**config.mk**
```make
export PLATFORM = sky130hd
export DESIGN_NAME = alu_cmd_sequencer
export DESIGN_NICKNAME = d
export VERILOG_FILES = /design/src/rtl/alu_pkg.sv /design/src/rtl/alu_cmd_fifo.sv /design/src/rtl/alu_cmd_sequencer.sv
export SDC_FILE = /design/constraint.sdc
export NUM_CORES = 1
export LEC_CHECK = 0
export CAP_MARGIN = 20
export CORE_UTILIZATION = 40
export DETAILED_ROUTE_END_ITERATION = 16
export PLACE_DENSITY = 0.76
export SLEW_MARGIN = 30
export SYNTH_ARGS = -nofsm -noshare
export SYNTH_HDL_FRONTEND = slang
export SYNTH_SLANG_ARGS = --single-unit
```
**constraint.sdc**
```tcl
create_clock -name clk -period 2.6 [get_ports clk]
set_clock_uncertainty 0.2 [all_clocks]
set_input_delay 0.52 -clock clk [delete_from_list [all_inputs] [get_ports clk]]
set_output_delay 0.52 -clock clk [all_outputs]
set_load 0.05 [all_outputs]
```
**src/rtl/alu_pkg.sv**
```systemverilog
// Shared types for the ALU command sequencer.
//   opcode_e    : ALU operation code (ADD, MUL, OR, AND)
//   alu_cmd_t   : one queued command (opcode plus both operands)
//   seq_state_e : issue/capture FSM states
package alu_pkg;

    typedef enum logic [1:0] {
        OP_ADD = 2'd0,
        OP_MUL = 2'd1,
        OP_OR  = 2'd2,
        OP_AND = 2'd3
    } opcode_e;

    typedef struct packed {
        opcode_e    opcode;
        logic [7:0] a;
        logic [7:0] b;
    } alu_cmd_t;

    typedef enum logic [1:0] {
        IDLE  = 2'd0,
        ISSUE = 2'd1,
        WAIT  = 2'd2,
        HOLD  = 2'd3
    } seq_state_e;

endpackage

```
**src/rtl/alu_cmd_fifo.sv**
```systemverilog
// Command FIFO for the ALU sequencer. Stores alu_cmd_t entries.
// Ports:
//   clk, rst     : clock, synchronous active-high reset
//   push, din    : write din at the tail (ignored when full)
//   pop, dout    : dout shows the head; pop advances it (ignored when empty)
//   count        : occupancy, 0..DEPTH
//   full, empty  : derived from count
module alu_cmd_fifo
    import alu_pkg::*;
#(
    parameter int DEPTH = 4
) (
    input  logic                         clk,
    input  logic                         rst,
    input  logic                         push,
    input  logic                         pop,
    input  alu_cmd_t                     din,
    output alu_cmd_t                     dout,
    output logic [$clog2(DEPTH+1)-1:0]   count,
    output logic                         full,
    output logic                         empty
);

    localparam int PW = $clog2(DEPTH);
    localparam int CW = $clog2(DEPTH + 1);

    alu_cmd_t          mem_q [DEPTH];
    logic [PW-1:0]     wr_ptr_q;
    logic [PW-1:0]     rd_ptr_q;
    logic [CW-1:0]     count_q;
    logic              do_push;
    logic              do_pop;

    assign full    = (count_q == CW'(DEPTH));
    assign empty   = (count_q == '0);
    assign do_push = push && !full;
    assign do_pop  = pop && !empty;
    assign dout    = mem_q[rd_ptr_q];
    assign count   = count_q;

    // Pointers are PW bits wide so they wrap modulo DEPTH on their own.
    always_ff @(posedge clk) begin
        if (rst) begin
            wr_ptr_q <= '0;
            rd_ptr_q <= '0;
            count_q  <= '0;
        end else begin
            if (do_push) wr_ptr_q <= wr_ptr_q + PW'(1);
            if (do_pop)  rd_ptr_q <= rd_ptr_q + PW'(1);
            case ({do_push, do_pop})
                2'b10:   count_q <= count_q + CW'(1);
                2'b01:   count_q <= count_q - CW'(1);
                default: count_q <= count_q;
            endcase
        end
    end

    // Storage needs no reset: occupancy alone decides what is valid.
    always_ff @(posedge clk) begin
        if (do_push) mem_q[wr_ptr_q] <= din;
    end

endmodule

```
**src/rtl/alu_cmd_sequencer.sv**
```systemverilog
// Upstream command stage for the 8-bit two-operand ALU. Buffers commands,
// issues one op_start pulse per command, waits RESULT_LAT cycles, captures
// the 16-bit ALU result and presents it on a valid/ready port, in order,
// one command in flight at a time.
// Ports:
//   clk, rst                              : clock, synchronous active-high reset
//   cmd_valid/cmd_ready, cmd_opcode/a/b   : command input handshake
//   alu_op_start, alu_a/b/opcode, alu_out : ALU interface
//   res_valid/res_ready, res_data/opcode  : result output handshake
//   cmd_count                             : FIFO occupancy
//   busy                                  : FSM not in IDLE
//
// state | meaning
// IDLE  | nothing in flight; issue head of FIFO if present
// ISSUE | alu_op_start high for this one cycle; operands stable
// WAIT  | counting down RESULT_LAT; capture alu_out when it hits zero
// HOLD  | result presented until consumer accepts it
module alu_cmd_sequencer
    import alu_pkg::*;
#(
    parameter int DEPTH      = 4,
    parameter int RESULT_LAT = 1
) (
    input  logic                         clk,
    input  logic                         rst,
    input  logic                         cmd_valid,
    output logic                         cmd_ready,
    input  logic [1:0]                   cmd_opcode,
    input  logic [7:0]                   cmd_a,
    input  logic [7:0]                   cmd_b,
    output logic                         alu_op_start,
    output logic [7:0]                   alu_a,
    output logic [7:0]                   alu_b,
    output logic [1:0]                   alu_opcode,
    input  logic [15:0]                  alu_out,
    output logic                         res_valid,
    input  logic                         res_ready,
    output logic [15:0]                  res_data,
    output logic [1:0]                   res_opcode,
    output logic [$clog2(DEPTH+1)-1:0]   cmd_count,
    output logic                         busy
);

    localparam int CNT_W = $clog2(RESULT_LAT + 1);
    localparam logic [CNT_W-1:0] LAT_LOAD = CNT_W'(RESULT_LAT);

    seq_state_e        state_q,     state_d;
    alu_cmd_t          alu_cmd_q,   alu_cmd_d;
    logic              op_start_q,  op_start_d;
    logic [CNT_W-1:0]  wait_q,      wait_d;
    logic              res_valid_q, res_valid_d;
    logic [15:0]       res_data_q,  res_data_d;
    logic [1:0]        res_opcode_q, res_opcode_d;

    alu_cmd_t          fifo_din;
    alu_cmd_t          fifo_dout;
    logic              fifo_push;
    logic              fifo_pop;
    logic              fifo_full;
    logic              fifo_empty;

    assign fifo_din  = '{opcode: opcode_e'(cmd_opcode), a: cmd_a, b: cmd_b};
    // Ready comes only from the registered count, never from res_ready.
    assign cmd_ready = !fifo_full;
    assign fifo_push = cmd_valid && cmd_ready;

    alu_cmd_fifo #(
        .DEPTH (DEPTH)
    ) u_fifo (
        .clk   (clk),
        .rst   (rst),
        .push  (fifo_push),
        .pop   (fifo_pop),
        .din   (fifo_din),
        .dout  (fifo_dout),
        .count (cmd_count),
        .full  (fifo_full),
        .empty (fifo_empty)
    );

    always_comb begin
        state_d      = state_q;
        alu_cmd_d    = alu_cmd_q;
        op_start_d   = 1'b0;
        wait_d       = wait_q;
        res_valid_d  = res_valid_q;
        res_data_d   = res_data_q;
        res_opcode_d = res_opcode_q;
        fifo_pop     = 1'b0;

        case (state_q)
            IDLE: begin
                if (!fifo_empty) begin
                    fifo_pop   = 1'b1;
                    alu_cmd_d  = fifo_dout;
                    op_start_d = 1'b1;
                    state_d    = ISSUE;
                end
            end
            ISSUE: begin
                wait_d  = LAT_LOAD;
                state_d = WAIT;
            end
            WAIT: begin
                wait_d = wait_q - CNT_W'(1);
                if (wait_q == CNT_W'(1)) begin
                    res_data_d   = alu_out;
                    res_opcode_d = alu_cmd_q.opcode;
                    res_valid_d  = 1'b1;
                    state_d      = HOLD;
                end
            end
            HOLD: begin
                if (res_ready) begin
                    res_valid_d = 1'b0;
                    // Chain straight into the next issue to avoid an IDLE bubble.
                    if (!fifo_empty) begin
                        fifo_pop   = 1'b1;
                        alu_cmd_d  = fifo_dout;
                        op_start_d = 1'b1;
                        state_d    = ISSUE;
                    end else begin
                        state_d = IDLE;
                    end
                end
            end
            default: state_d = IDLE;
        endcase
    end

    always_ff @(posedge clk) begin
        if (rst) begin
            state_q      <= IDLE;
            alu_cmd_q    <= '0;
            op_start_q   <= 1'b0;
            wait_q       <= '0;
            res_valid_q  <= 1'b0;
            res_data_q   <= '0;
            res_opcode_q <= '0;
        end else begin
            state_q      <= state_d;
            alu_cmd_q    <= alu_cmd_d;
            op_start_q   <= op_start_d;
            wait_q       <= wait_d;
            res_valid_q  <= res_valid_d;
            res_data_q   <= res_data_d;
            res_opcode_q <= res_opcode_d;
        end
    end

    assign alu_op_start = op_start_q;
    assign alu_a        = alu_cmd_q.a;
    assign alu_b        = alu_cmd_q.b;
    assign alu_opcode   = alu_cmd_q.opcode;
    assign res_valid    = res_valid_q;
    assign res_data     = res_data_q;
    assign res_opcode   = res_opcode_q;
    assign busy         = (state_q != IDLE);

endmodule

```
==> impl_metrics.csv <==
group,metric,value,unit
worst_setup_path,slowest_stage,"or3b_4",
yosys,yosysSeqAreaShare,68.5,%
drt,drt_first_pass_iters,4,
clock_tree,path_clk_slew,0.06,ns
worst_setup_path,critPathLaunch,"u_fifo.count[2]",
worst_setup_path,crit_cells,9,
clock_tree,cts_buffer_depth,2,
power_and_ir_drop,cellLeakagePower,2.15,nW
grt,antenna_found_initial,0,
power_and_ir_drop,power-per-cell-area,1190,nW/um^2
drt,detail_route.wl_per_cell,15.8,um
drt,vias_per_cell,5.02,
final_layout,drive_gt1_share,18.1,%
worst_setup_path,crit_fanout,6,
final_layout,nFillCells,904,
clock_tree,h-tree-depth,4,
worst_setup_path,cp_num_buf_inv,2,
clock_tree,clk_latency,0.40,ns
worst_setup_path,r2r-start,"u_fifo.count[2]",
floorplanning,dieArea,12000,sq um
worst_setup_path,worstPathRequired,2.72,ns
clock_tree,holdBufCountCts,0,
floorplanning,dieHeight,109,um
yosys,ys_async_sr_fraction,0,%
clock_tree,cts.sinks,122,
timing,setup_viol,0,
drt,num_vias,2945,
final_layout,final_core_utilization,56.7,%
clock_tree,cts_tree,"done",
clock_tree,cts_setup_buffers,0,
yosys,syn_nets,385,
grt,grt_max_degree,28,
drt,ant_nets,0,
floorplanning,ios,81,
worst_setup_path,worstPathArrival,2.57,ns
worst_setup_path,cp_slowest_stage_delay,0.41,ns
timing,maxSlewViolCount,0,
final_layout,antennaDiodeCount,0,
drt,drt_iter0_drc,215,
grt,grt_pass1_vias,2964,
yosys,yosysUniqueCellTypes,35,
power_and_ir_drop,pwr-share-comb,32.6,%
power_and_ir_drop,power_switching_share,34.8,%
power_and_ir_drop,switching_power,2.59,mW
grt,track_usage,16.7,%
final_layout,syn_to_final_growth,35.5,%
status,status,"complete, no violations",
grt,grt_overflow_total,0,
worst_setup_path,cpMostUsedCell,"inv_1",
grt,grt_pass1_wl,14500,um
timing,fmax,408,MHz
drt,wirelength,9280,um
worst_setup_path,ff2ff_path_depth,9,
clock_tree,ctsRootBufferMaster,"clkbuf_16",
yosys,synth.avg_cell_area,13.7,sq um
yosys,syn-cell-area,4610,sq um
worst_setup_path,path_class,"register to register",
timing,fin_crit_sh,94.2,%
place,gp_congestion,0.716,
power_and_ir_drop,seqPwrFrac,34.9,%
floorplanning,initial_core_util,41.8,%
timing,rsz0062_at_grt,"false",
timing,relSlewSlack,58.5,%
worst_setup_path,crit_family,"simple AND/OR/NAND/NOR gates",
place,io_buffers,80,
timing,min_period,2.45,ns
drt,drc,0,
final_layout,layout.nets,482,
power_and_ir_drop,internal-power,4.85,mW
yosys,synthCells,337,
worst_setup_path,endpoint_kind,"register",
min_path,hold_end,"res_opcode[0]",
min_path,worstHoldPathCells,2,
timing,worst_pin_slew,0.623,ns
floorplanning,die_w,109,um
min_path,min_from,"res_opcode[0]",
yosys,ys_seq_elements,122,
floorplanning,rows,38,
place,hpwl,5760,um
worst_setup_path,start_kind,"register",
clock_tree,numCtsBuffers,17,
worst_setup_path,reg2reg_to,"u_fifo.count[2]",
clock_tree,cts_resized,1,
worst_setup_path,r2r_setup_slack,0.15,ns
power_and_ir_drop,vdd_ir_drop_max,0.537,mV
power_and_ir_drop,clkPwrFrac,32.5,%
floorplanning,coreArea,11000,sq um
flow_run,cap_viol_max_count,0,
power_and_ir_drop,power,7.44,mW
yosys,synth_edf_count,72,
yosys,synthFlopType,"edfxtp_1",
worst_setup_path,path_cells,"or3b_4 -> and2_4 -> inv_1 -> ha_2 -> inv_1 -> fa_2 -> xor2_1 -> or3_1 -> a21oi_1",
min_path,worst_hold_path_type,"register to register",
timing,hold_viol_final,0,
yosys,ys_warn_count,0,
cells in the mapped netlist (all sizes together), types with 2 or more instances:
master / n / area [sq um]
a21oi: 41 / 205
and2: 2 / 15.0
and3: 4 / 25.0
buf: 8 / 53.8
clkbuf: 8 / 30.0
dfxtp: 50 / 1000
edfxtp: 72 / 2160
ha: 9 / 113
inv: 10 / 37.5
mux4: 18 / 405
nand2: 78 / 293
nor2: 9 / 33.8
nor3: 5 / 47.5
or3: 3 / 18.8
xnor2: 3 / 26.3
xor2: 2 / 17.5
state kept, by name, indices dropped and copies added, names as in the netlist, 2 cells and up, named ones only:
register,flops
res_opcode,2
res_data,16
u_fifo.count,3
alu_a,8
state_q,2
u_fifo.mem_q,72
u_fifo.wr_ptr_q,2
alu_opcode,2
alu_b,8
u_fifo.rd_ptr_q,2
cell families (layout without fill, tap and decap cells):
family / Yosys count / in the layout / synth area share, %
AOI/OAI and AO/OA: 48 / 48 / 5.61
DFF: 122 / 122 / 68.5
and+or+nand+nor: 107 / 107 / 10.4
xor gates and xnor gates: 5 / 5 / 0.949
buffers and inverters: 26 / 136 / 2.63
muxes: 19 / 19 / 9.00
adders and majority gates: 10 / 10 / 2.87
tightest hold or removal path, cell delays in order (launching register included):
cell,delay [ns]
dfxtp_1,0.30
nand2_1,0.05
a21oi_1,0.05
power by group through the flow:
| stage | combinational, mW | sequential (mW) | clock (mW) |
|---|---|---|---|
| 2_1_floorplan | 1.11 | 3.17 | 0 |
| 3_3_place_gp | 2.37 | 2.61 | 0 |
| 3_5_place_dp | 2.41 | 2.64 | 0 |
| 4_1_cts | 2.43 | 2.60 | 2.46 |
| 5_1_grt | 2.61 | 2.64 | 2.55 |
| 6_report | 2.43 | 2.60 | 2.42 |
layout by cell type, fill, tap and decap left out, types with 4 or more instances in the layout:
| cell type | Yosys | layout |
|---|---|---|
| dfxtp_2 | 0 | 4 |
| ha_1 | 9 | 6 |
| dfxtp_1 | 50 | 45 |
| inv_1 | 10 | 10 |
| nor2_1 | 9 | 9 |
| buf_4 | 3 | 15 |
| inv_6 | 0 | 4 |
| clkbuf_16 | 0 | 17 |
| clkdlybuf4s50_1 | 0 | 77 |
| and3_1 | 4 | 4 |
| clkinv_4 | 0 | 5 |
| edfxtp_1 | 72 | 72 |
| a21oi_1 | 41 | 41 |
| nand2_1 | 78 | 78 |
| mux4_2 | 18 | 18 |
through the flow:
step / instances / setup TNS [ns] / setup WS [ns] / cell area (sq um) / hold WS (ns)
6_report: 587 / 0 / 0.152 / 6250 / 0.251
5_1_grt: 587 / 0 / 0.0168 / 6250 / 0.271
3_3_place_gp: 555 / -0.264 / -0.205 / 5620 / 0.244
4_1_cts: 587 / 0 / 0.0353 / 6240 / 0.256
2_1_floorplan: 337 / 0 / 0.0189 / 4630 / 0.269
3_5_place_dp: 555 / -0.387 / -0.285 / 5620 / 0.249
how the worst max path moves through the flow:
stage	end	slack (ns)
2_1_floorplan	u_fifo.count[2]	0.02
3_3_place_gp	u_fifo.count[2]	-0.21
3_5_place_dp	u_fifo.count[2]	-0.29
4_1_cts	u_fifo.count[2]	0.04
5_1_grt	u_fifo.count[2]	0.02
6_report	u_fifo.count[2]	0.15
final cells by class:
| type | instances | area (sq um) | share of cell area (%) |
|---|---|---|---|
| Inverter | 10 | 37.5 | 0.600 |
| Tap cell | 140 | 175 | 2.80 |
| Sequential cell | 122 | 3170 | 50.7 |
| Clock buffer | 18 | 429 | 6.86 |
| Timing Repair Buffer | 94 | 897 | 14.3 |
| Multi-Input combinational cell | 189 | 1350 | 21.7 |
| Clock inverter | 14 | 188 | 3.00 |
per-layer routing:
layer	global-route usage (%)	vias to the layer above	share of wire [%]
li1	-	1407	-
met1	18.9	1426	43
met2	28.8	98	50
met3	4.80	14	5.6
met4	8.29	0	2.0
met5	0	-	0
Note: power is estimated with default switching activity, not from simulation.
